`config.mk`:
```
export PLATFORM = sky130hd
export DESIGN_NAME = usb_rx_ctrl_gen2
export DESIGN_NICKNAME = d
export VERILOG_FILES = /design/src/rtl/usb_rx_ctrl_gen2.sv
export SDC_FILE = /design/constraint.sdc
export NUM_CORES = 1
export LEC_CHECK = 0
export ABC_AREA = 1
export CAP_MARGIN = 10
export CORE_ASPECT_RATIO = 1.5
export CORE_MARGIN = 8
export CORE_UTILIZATION = 51
export DETAILED_ROUTE_END_ITERATION = 16
export GPL_TIMING_DRIVEN = 0
export MAX_ROUTING_LAYER = met4
export PLACE_DENSITY = 0.84
export SLEW_MARGIN = 0
export SYNTH_ARGS = -nofsm -noshare
export SYNTH_HDL_FRONTEND = slang
export SYNTH_SLANG_ARGS = --single-unit
```
`constraint.sdc`:
```
create_clock -name clk -period 3 [get_ports clk]
set_clock_uncertainty 0.1 [all_clocks]
set_input_delay 0.3 -clock clk [delete_from_list [all_inputs] [get_ports clk]]
set_output_delay 0.3 -clock clk [all_outputs]
set_load 0.005 [all_outputs]
```
`src/rtl/usb_rx_ctrl_gen2.sv`:
```
// USB receive control FSM: SYNC check, PID capture, data-byte FIFO writes and byte counting.
// Optional bit-period inactivity timeout is enabled by defining RCU_TIMEOUT_EN.
module usb_rx_ctrl_gen2 #(
    parameter logic [7:0] SYNC_BYTE    = 8'h80,
    parameter int         MAX_BYTES    = 64,
    parameter int         TIMEOUT_BITS = 16,
    localparam int        CNT_W        = $clog2(MAX_BYTES + 1)
) (
    input  logic             clk,
    input  logic             n_rst,
    input  logic             d_edge,
    input  logic             eop,
    input  logic             shift_enable,
    input  logic [7:0]       rcv_data,
    input  logic             byte_received,
    input  logic             PID_err,
    output logic             rcving,
    output logic             w_enable,
    output logic             r_error,
    output logic             PID_clear,
    output logic             PID_set,
    output logic [CNT_W-1:0] byte_count,
    output logic             pkt_done,
    output logic [2:0]       err_code
);

    localparam logic [3:0] IDLE      = 4'd0;
    localparam logic [3:0] SYNC      = 4'd1;
    localparam logic [3:0] PID_WAIT  = 4'd2;
    localparam logic [3:0] PID_RCV   = 4'd3;
    localparam logic [3:0] PID_WRITE = 4'd4;
    localparam logic [3:0] PID_CHECK = 4'd5;
    localparam logic [3:0] WAIT      = 4'd6;
    localparam logic [3:0] RCV       = 4'd7;
    localparam logic [3:0] WRITE     = 4'd8;
    localparam logic [3:0] EOP       = 4'd9;
    localparam logic [3:0] ERR       = 4'd10;
    localparam logic [3:0] EEOP      = 4'd11;
    localparam logic [3:0] EIDLE     = 4'd12;

    localparam logic [CNT_W-1:0] MAX_CNT = CNT_W'(MAX_BYTES);

    logic [3:0] state, next_state;
    logic [2:0] cause;
    logic       to_hit;
    logic       se_eop;

    assign se_eop = shift_enable & eop;

`ifdef RCU_TIMEOUT_EN
    localparam int TO_W = $clog2(TIMEOUT_BITS + 1);
    logic [TO_W-1:0] to_cnt;
    logic            in_data_phase;

    assign in_data_phase = (state == WAIT) || (state == RCV);
    // The TIMEOUT_BITS-th idle bit period fires the error; eop/byte_received that cycle win.
    assign to_hit = in_data_phase && shift_enable && !eop && !byte_received
                    && (to_cnt == TO_W'(TIMEOUT_BITS - 1));

    always_ff @(posedge clk or negedge n_rst) begin
        if (!n_rst) begin
            to_cnt <= '0;
        end else if (!in_data_phase || byte_received) begin
            to_cnt <= '0;
        end else if (shift_enable) begin
            to_cnt <= to_cnt + TO_W'(1);
        end
    end
`else
    logic unused_timeout_cfg;
    assign unused_timeout_cfg = (TIMEOUT_BITS > 0);
    assign to_hit = 1'b0;
`endif

    always_comb begin
        // NOTE: every combinational output gets a default first so no path can infer a latch.
        next_state = state;
        cause      = 3'd0;
        case (state)
            IDLE, EIDLE: if (d_edge) next_state = SYNC;
            SYNC: begin
                if (byte_received) begin
                    if (rcv_data == SYNC_BYTE) begin
                        next_state = PID_WAIT;
                    end else begin
                        next_state = ERR;
                        cause      = 3'd1;
                    end
                end
            end
            PID_WAIT: begin
                if (se_eop) begin
                    next_state = EEOP;
                    cause      = 3'd3;
                end else if (shift_enable) begin
                    next_state = PID_RCV;
                end
            end
            PID_RCV: begin
                if (se_eop) begin
                    next_state = EEOP;
                    cause      = 3'd3;
                end else if (byte_received) begin
                    next_state = PID_WRITE;
                end
            end
            PID_WRITE: next_state = PID_CHECK;
            PID_CHECK: begin
                if (PID_err) begin
                    next_state = ERR;
                    cause      = 3'd2;
                end else begin
                    next_state = WAIT;
                end
            end
            WAIT: begin
                if (se_eop) begin
                    next_state = EOP;
                end else if (to_hit) begin
                    next_state = ERR;
                    cause      = 3'd5;
                end else if (shift_enable) begin
                    next_state = RCV;
                end
            end
            RCV: begin
                if (byte_received) begin
                    if (byte_count < MAX_CNT) begin
                        next_state = WRITE;
                    end else begin
                        next_state = ERR;
                        cause      = 3'd4;
                    end
                end else if (se_eop) begin
                    next_state = EEOP;
                    cause      = 3'd3;
                end else if (to_hit) begin
                    next_state = ERR;
                    cause      = 3'd5;
                end
            end
            WRITE:   next_state = WAIT;
            EOP:     if (d_edge) next_state = IDLE;
            ERR:     if (se_eop) next_state = EEOP;
            EEOP:    if (d_edge) next_state = EIDLE;
            default: next_state = IDLE;
        endcase
    end

    // NOTE: sequential state uses non-blocking assignments so every register samples pre-edge values.
    always_ff @(posedge clk or negedge n_rst) begin
        if (!n_rst) begin
            state      <= IDLE;
            byte_count <= '0;
            err_code   <= 3'd0;
            pkt_done   <= 1'b0;
        end else begin
            state    <= next_state;
            pkt_done <= (next_state == EOP) && (state != EOP);
            if ((next_state == SYNC) && (state != SYNC)) begin
                byte_count <= '0;
                err_code   <= 3'd0;
            end else begin
                if ((state == WRITE) && (byte_count < MAX_CNT)) begin
                    byte_count <= byte_count + CNT_W'(1);
                end
                // First cause wins: ERR -> EEOP keeps the code already recorded.
                if (((next_state == ERR) || (next_state == EEOP)) &&
                    (state != ERR) && (state != EEOP)) begin
                    err_code <= cause;
                end
            end
        end
    end

    always_comb begin
        rcving    = 1'b1;
        w_enable  = 1'b0;
        r_error   = 1'b0;
        PID_clear = 1'b0;
        PID_set   = 1'b0;
        case (state)
            IDLE:      rcving = 1'b0;
            SYNC:      PID_clear = 1'b1;
            PID_WRITE: PID_set = 1'b1;
            WRITE:     w_enable = 1'b1;
            ERR, EEOP: r_error = 1'b1;
            EIDLE: begin
                rcving  = 1'b0;
                r_error = 1'b1;
            end
            default: ;
        endcase
    end

endmodule
```
==> results of run 1 <==
[worst min path at each step]
stage                start  cells past startpoint  slack, ns             to
2_1_floorplan        n_rst                      0       -0.1  byte_count[0]
3_3_place_gp   err_code[0]                      2       0.39    err_code[0]
3_5_place_dp   err_code[0]                      2       0.40    err_code[0]
4_1_cts              n_rst                      1       0.34  byte_count[1]
5_1_grt              n_rst                      1       0.38  byte_count[6]
6_report             n_rst                      1       0.32  byte_count[4]
[final cells by class]
cell class	count	area [µm²]	area share, %
buffer	3	30.0	1.99
clock buffer	3	22.5	1.49
clock inverter	1	5.00	0.332
inverter	23	93.8	6.22
multi-input combinational	125	653	43.3
sequential	15	375	24.9
tap	23	28.8	1.91
timing repair buffer	30	300	19.9
[layout by cell type (no fill, tap or decap), types with 2 or more instances in the layout]
master	instances
a21oi_1	3
nand2_1	42
xor2_1	2
nor2_1	31
inv_2	3
nor2_8	2
nand4_1	2
nand3_1	12
buf_6	2
nand3_2	4
clkbuf_4	3
nor3b_1	3
nor2_2	4
dfrtp_1	15
o21ai_0	8
inv_1	18
clkdlybuf4s50_1	30
[cells in the mapped netlist (all sizes together) (2+ instances only)]
master   n  area share [%]
nand4    2             1.1
dfrtp   15              33
xor2     2             1.5
a21oi    3             1.3
nor2    38              17
inv     22             7.4
nand3   16             8.7
buf      3             2.6
nor3b    3             2.0
o21ai    9             3.9
nand2   45              17
[worst max-delay path, delay by kind of cell, from the launching register on]
family        cells  cell delay, ns
buf+inv           2            0.64
simple gates      3            0.44
flops             1            0.39
[per-layer routing]
| metal | routed length (µm) | vias up | share of wire, % | GRT usage, % |
|---|---|---|---|---|
| li1 | - | 590 | - | - |
| met1 | 1030 | 560 | 36 | 17.1 |
| met2 | 1530 | 50 | 53 | 27.3 |
| met3 | 200 | 12 | 6.9 | 2.60 |
| met4 | 116 | 0 | 4.0 | 10.4 |
| met5 | 0 | - | 0 | - |
[state kept, by name, summed over array words and instances, names as in the netlist]
signal      count
state           4
err_code        3
byte_count      7
pkt_done        1
[cell families (layout without fill, tap and decap cells)]
| family | count (synthesis) | in the layout | synth area share [%] |
|---|---|---|---|
| adders and majority gates | 1 | 1 | 1.09 |
| DFF | 15 | 15 | 32.6 |
| and+or+nand+nor | 106 | 106 | 46.4 |
| buffers and inverters | 26 | 60 | 10.7 |
| xor gates and xnor gates | 2 | 2 | 1.52 |
| AOI/OAI and AO/OA | 16 | 16 | 7.71 |
[report_power, final]
part	switching, mW	total [mW]	internal (mW)
registers	0.0423	0.296	0.253
logic	0.404	0.691	0.287
clock network	0.0669	0.116	0.0494
total	0.513	1.10	0.589
==> impl_metrics.ini, run 1 <==
[floorplanning]
dieArea_um2 = 4070
ios = 31
fp.dieH_um = 74.2
row_count = 21
core-area_um2 = 2180
start_util_pct = 52.8
die_x_um = 54.8

[setup_path]
cp_common_cell = nand2_1
rr_worst_depth = 7
cp_slowest_stage_delay_ns = 0.50
worstPathRequired_ns = 2.60
r2r_setup_slack_ns = 1.29
cp_slowest_cell = clkdlybuf4s50_1
r2r-start = state[1]
crit_type = register to output pin
end_kind = output pin
cp_max_fo = 9
path_cells = buf_6, nor2_1, nand2_1, nand2_1, clkdlybuf4s50_1
arrival_ns = 1.74
start_kind = register
r2r-end = err_code[1]
critPathLaunch = state[1]
crit_path_end = r_error

[timing]
fmax_mhz = 467
tns_ns = 0
worst_slew_pin_slew_ns = 0.669
slew_headroom_pct = 55.3
layout_setup_ws_ns = 0.858
setup_violations = 0
rsz0062_at_grt = no
post-route-period-util_pct = 71.4
fin_crit_ns = 2.14
finalHoldViolCount = 0
finalHoldWorstSlack_ns = 0.317
slew_violations = 0

[power]
power_density_nw_per_um2 = 731
power_mw = 1.10
power.leakage_nw = 0.763
vdd_drop_max_v = 0.000464

[clocking]
numCtsBuffers = 3
clk_path_buf_depth = 2
hold_buffers = 0
cts_resized = 0
cts_setup_buffers = 0
insertion_delay_ns = 0.28
cts_sinks = 15
cts-root-buf = clkbuf_4
htree_num_levels = 1
cts_tree = done
path_clk_slew_ns = 0.09

[global_route]
grt_overflow = 0
grt_start_max_net_pins = 16
antenna_found_initial = 0
grt_usage_pct = 16.5
grt_pass1_vias = 1235
grt_pass1_wl_mm = 5.09

[yosys]
ys_ff_latch = 15
yosys_warnings = 0
synth_flop_cell = dfrtp_1
synth-edff-count = 0
synthesis.instances = 166
synth-seq-area-share_pct = 32.6
synthArstFlopShare_pct = 100
avgSynthCellArea_um2 = 6.94
syn_nets = 182
syn_area_um2 = 1150
synth_cell_types = 30

[drt]
finalWirelength_mm = 2.88
wl_per_cell_um = 12.9
drcViolationCount = 0
final_antenna_net_count = 0
drtIter0Drc = 42
dr.pass1.iters = 5
avgViaCountPerCell = 5.43
vias = 1212

[placement]
dpl.hpwl_mm = 2.38
post-place-ws_ns = 1.01
dpl_cell_area_um2 = 1480
placed_cells = 219
gp_congestion = 0.936
portBuffers = 30

[layout]
final_util_pct = 69.2
diodes = 0
fin_area_um2 = 1510
instances_no_fill = 223
nNetsFinal = 217
nFillCells = 184
area_growth_pct = 30.9
drive_gt1_share_pct = 13.5

[run_status]
status = finished, final reports clean

[job]
max-cap-violations = 0

[min_path]
hold_class = input pin to async pin
No activity file was read; power rests on OpenSTA's default activity.
==> run 2, diff against run 1 <==
Settings changed: CORE_UTILIZATION 51 to 48, PLACE_DENSITY 0.84 to 0.79.
Clock period 3 ns to 2.15 ns, I/O delays scaled along.
==> run 2 against run 1 <==
Non-clock buffer count stayed put. Flip-flop and latch count is the same. Clock-buffer cell count unchanged. Highest routed layer unchanged. Largest power group unchanged. Final cell count is 0.45% higher. Die area increased by 4.7%. Critical path depth rose by 1. Global-route usage fell by 2.0 points. Routed wire length up 2.6%. Via count is 0.50% higher. Critical path type unchanged. Sequential share of layout area decreased by 0.062 points.
==> impl_metrics.ini, run 2 (synthesis gave the netlist of run 1 again) <==
[run_status]
status = finished, final reports clean

[drt]
wl_per_cell_um = 13.2
drtIter0Drc = 50
vias = 1218
dr.pass1.iters = 4
avgViaCountPerCell = 5.44
final_antenna_net_count = 0
finalWirelength_mm = 2.96
drcViolationCount = 0

[layout]
largest_register_ffs = 7
fin_area_um2 = 1510
mostFrequentLayoutCell = nand2_1
diodes = 0
reg_top3 = byte_count: 7 flops, state: 4 flops, err_code: 3 flops
seq_area_um2 = 375
layout_common_cells = nand2_1 (42), nor2_1 (30), clkdlybuf4s50_1 (30)
multi_input_area_um2 = 656
nNetsFinal = 217
instances_no_fill = 224
largest_register = byte_count
drive_gt1_share_pct = 14.0
nFillCells = 231
area_growth_pct = 31.3

[placement]
gp_congestion = 0.944
post-place-ws_ns = 0.260
placed_cells = 220
dpl.hpwl_mm = 2.37
portBuffers = 30
dpl_cell_area_um2 = 1480

[global_route]
grt_start_max_net_pins = 16
grt_usage_pct = 14.4
antenna_found_initial = 0
grt_pass1_wl_mm = 5.06
grt_overflow = 0
grt_pass1_vias = 1220

[setup_path]
arrival_ns = 1.78
worstPathRequired_ns = 1.84
critPathLaunch = state[2]
cp_slowest_cell = clkdlybuf4s50_1
start_kind = register
path_cells = buf_6, clkinv_4, nor2_1, nand2_1, inv_1, clkdlybuf4s50_1
cp_max_fo = 8
r2r_setup_slack_ns = 0.34
end_kind = output pin
cp_slowest_stage_delay_ns = 0.49
r2r-start = state[3]
crit_type = register to output pin

[floorplanning]
die_x_um = 56.0
dieArea_um2 = 4260
core-area_um2 = 2370
start_util_pct = 48.7
ios = 31
row_count = 22
fp.dieH_um = 76.0

[timing]
setup_violations = 0
finalHoldViolCount = 0
fmax_mhz = 476
slew_headroom_pct = 55.1
post-route-period-util_pct = 97.6
slew_violations = 0
finalHoldWorstSlack_ns = 0.239
tns_ns = 0
fin_crit_ns = 2.10
worst_slew_pin_slew_ns = 0.671
rsz0062_at_grt = no
layout_setup_ws_ns = 0.0513

[clocking]
path_clk_slew_ns = 0.10
clk_path_buf_depth = 2
cts_tree = done
htree_num_levels = 1
cts_sinks = 15
cts_setup_buffers = 0
insertion_delay_ns = 0.28
numCtsBuffers = 3
cts-root-buf = clkbuf_4

[min_path]
hold_class = input pin to async pin

[power]
power.leakage_nw = 0.763
power_density_nw_per_um2 = 1030
vdd_drop_max_v = 0.000732

[job]
max-cap-violations = 0
==> run 2: critical path: cells and delay by family (launching register included) <==
kind | cells | cell delay, ns
flip-flops | 1 | 0.35
AND/OR/NAND/NOR | 2 | 0.37
buffers and inverters | 4 | 0.79
==> run 2: routing by layer <==
metal	part of all wire (%)	vias up	global-route usage, %	wire, µm
li1	-	591	-	-
met2	50	71	23.4	1480
met4	3.0	0	9.90	89
met1	39	548	14.9	1160
met5	0	-	-	0
met3	7.5	8	3.50	221
==> run 2: area by class of cell <==
class	count	area share, %
multi-input cells	125	43.3
clock inverters	1	0.331
flip-flops and latches	15	24.8
plain buffers	3	1.99
well taps	24	1.99
repair buffers	30	19.9
clock buffers	3	1.49
inverters	23	6.20
==> run 2: path summary, 6_finish.rpt <==
check | endpoint | cells after the start
min reg2reg | err_code[2] | 2
max | PID_set | 6
max in group asynchronous | byte_count[3] | 1
min | byte_count[2] | 1
min in group clk | err_code[2] | 2
max reg2reg | err_code[0] | 11
==> run 2: per-stage QoR <==
stage	util (%)	total power, mW
floorplan	-	1.06
global placement	62.6	1.37
detailed placement	62.6	1.38
CTS	63.8	1.54
global route	63.9	1.68
finish	63.9	1.55
==> run 2: what timing repair did <==
item,CTS,global route
hold buffers,0,0
setup endpoints to repair,0,1
gates resized for setup,0,1
==> run 2: power by group <==
group          switching, mW  internal (mW)
combinational          0.572          0.402
clock                 0.0927         0.0689
sequential            0.0634          0.353
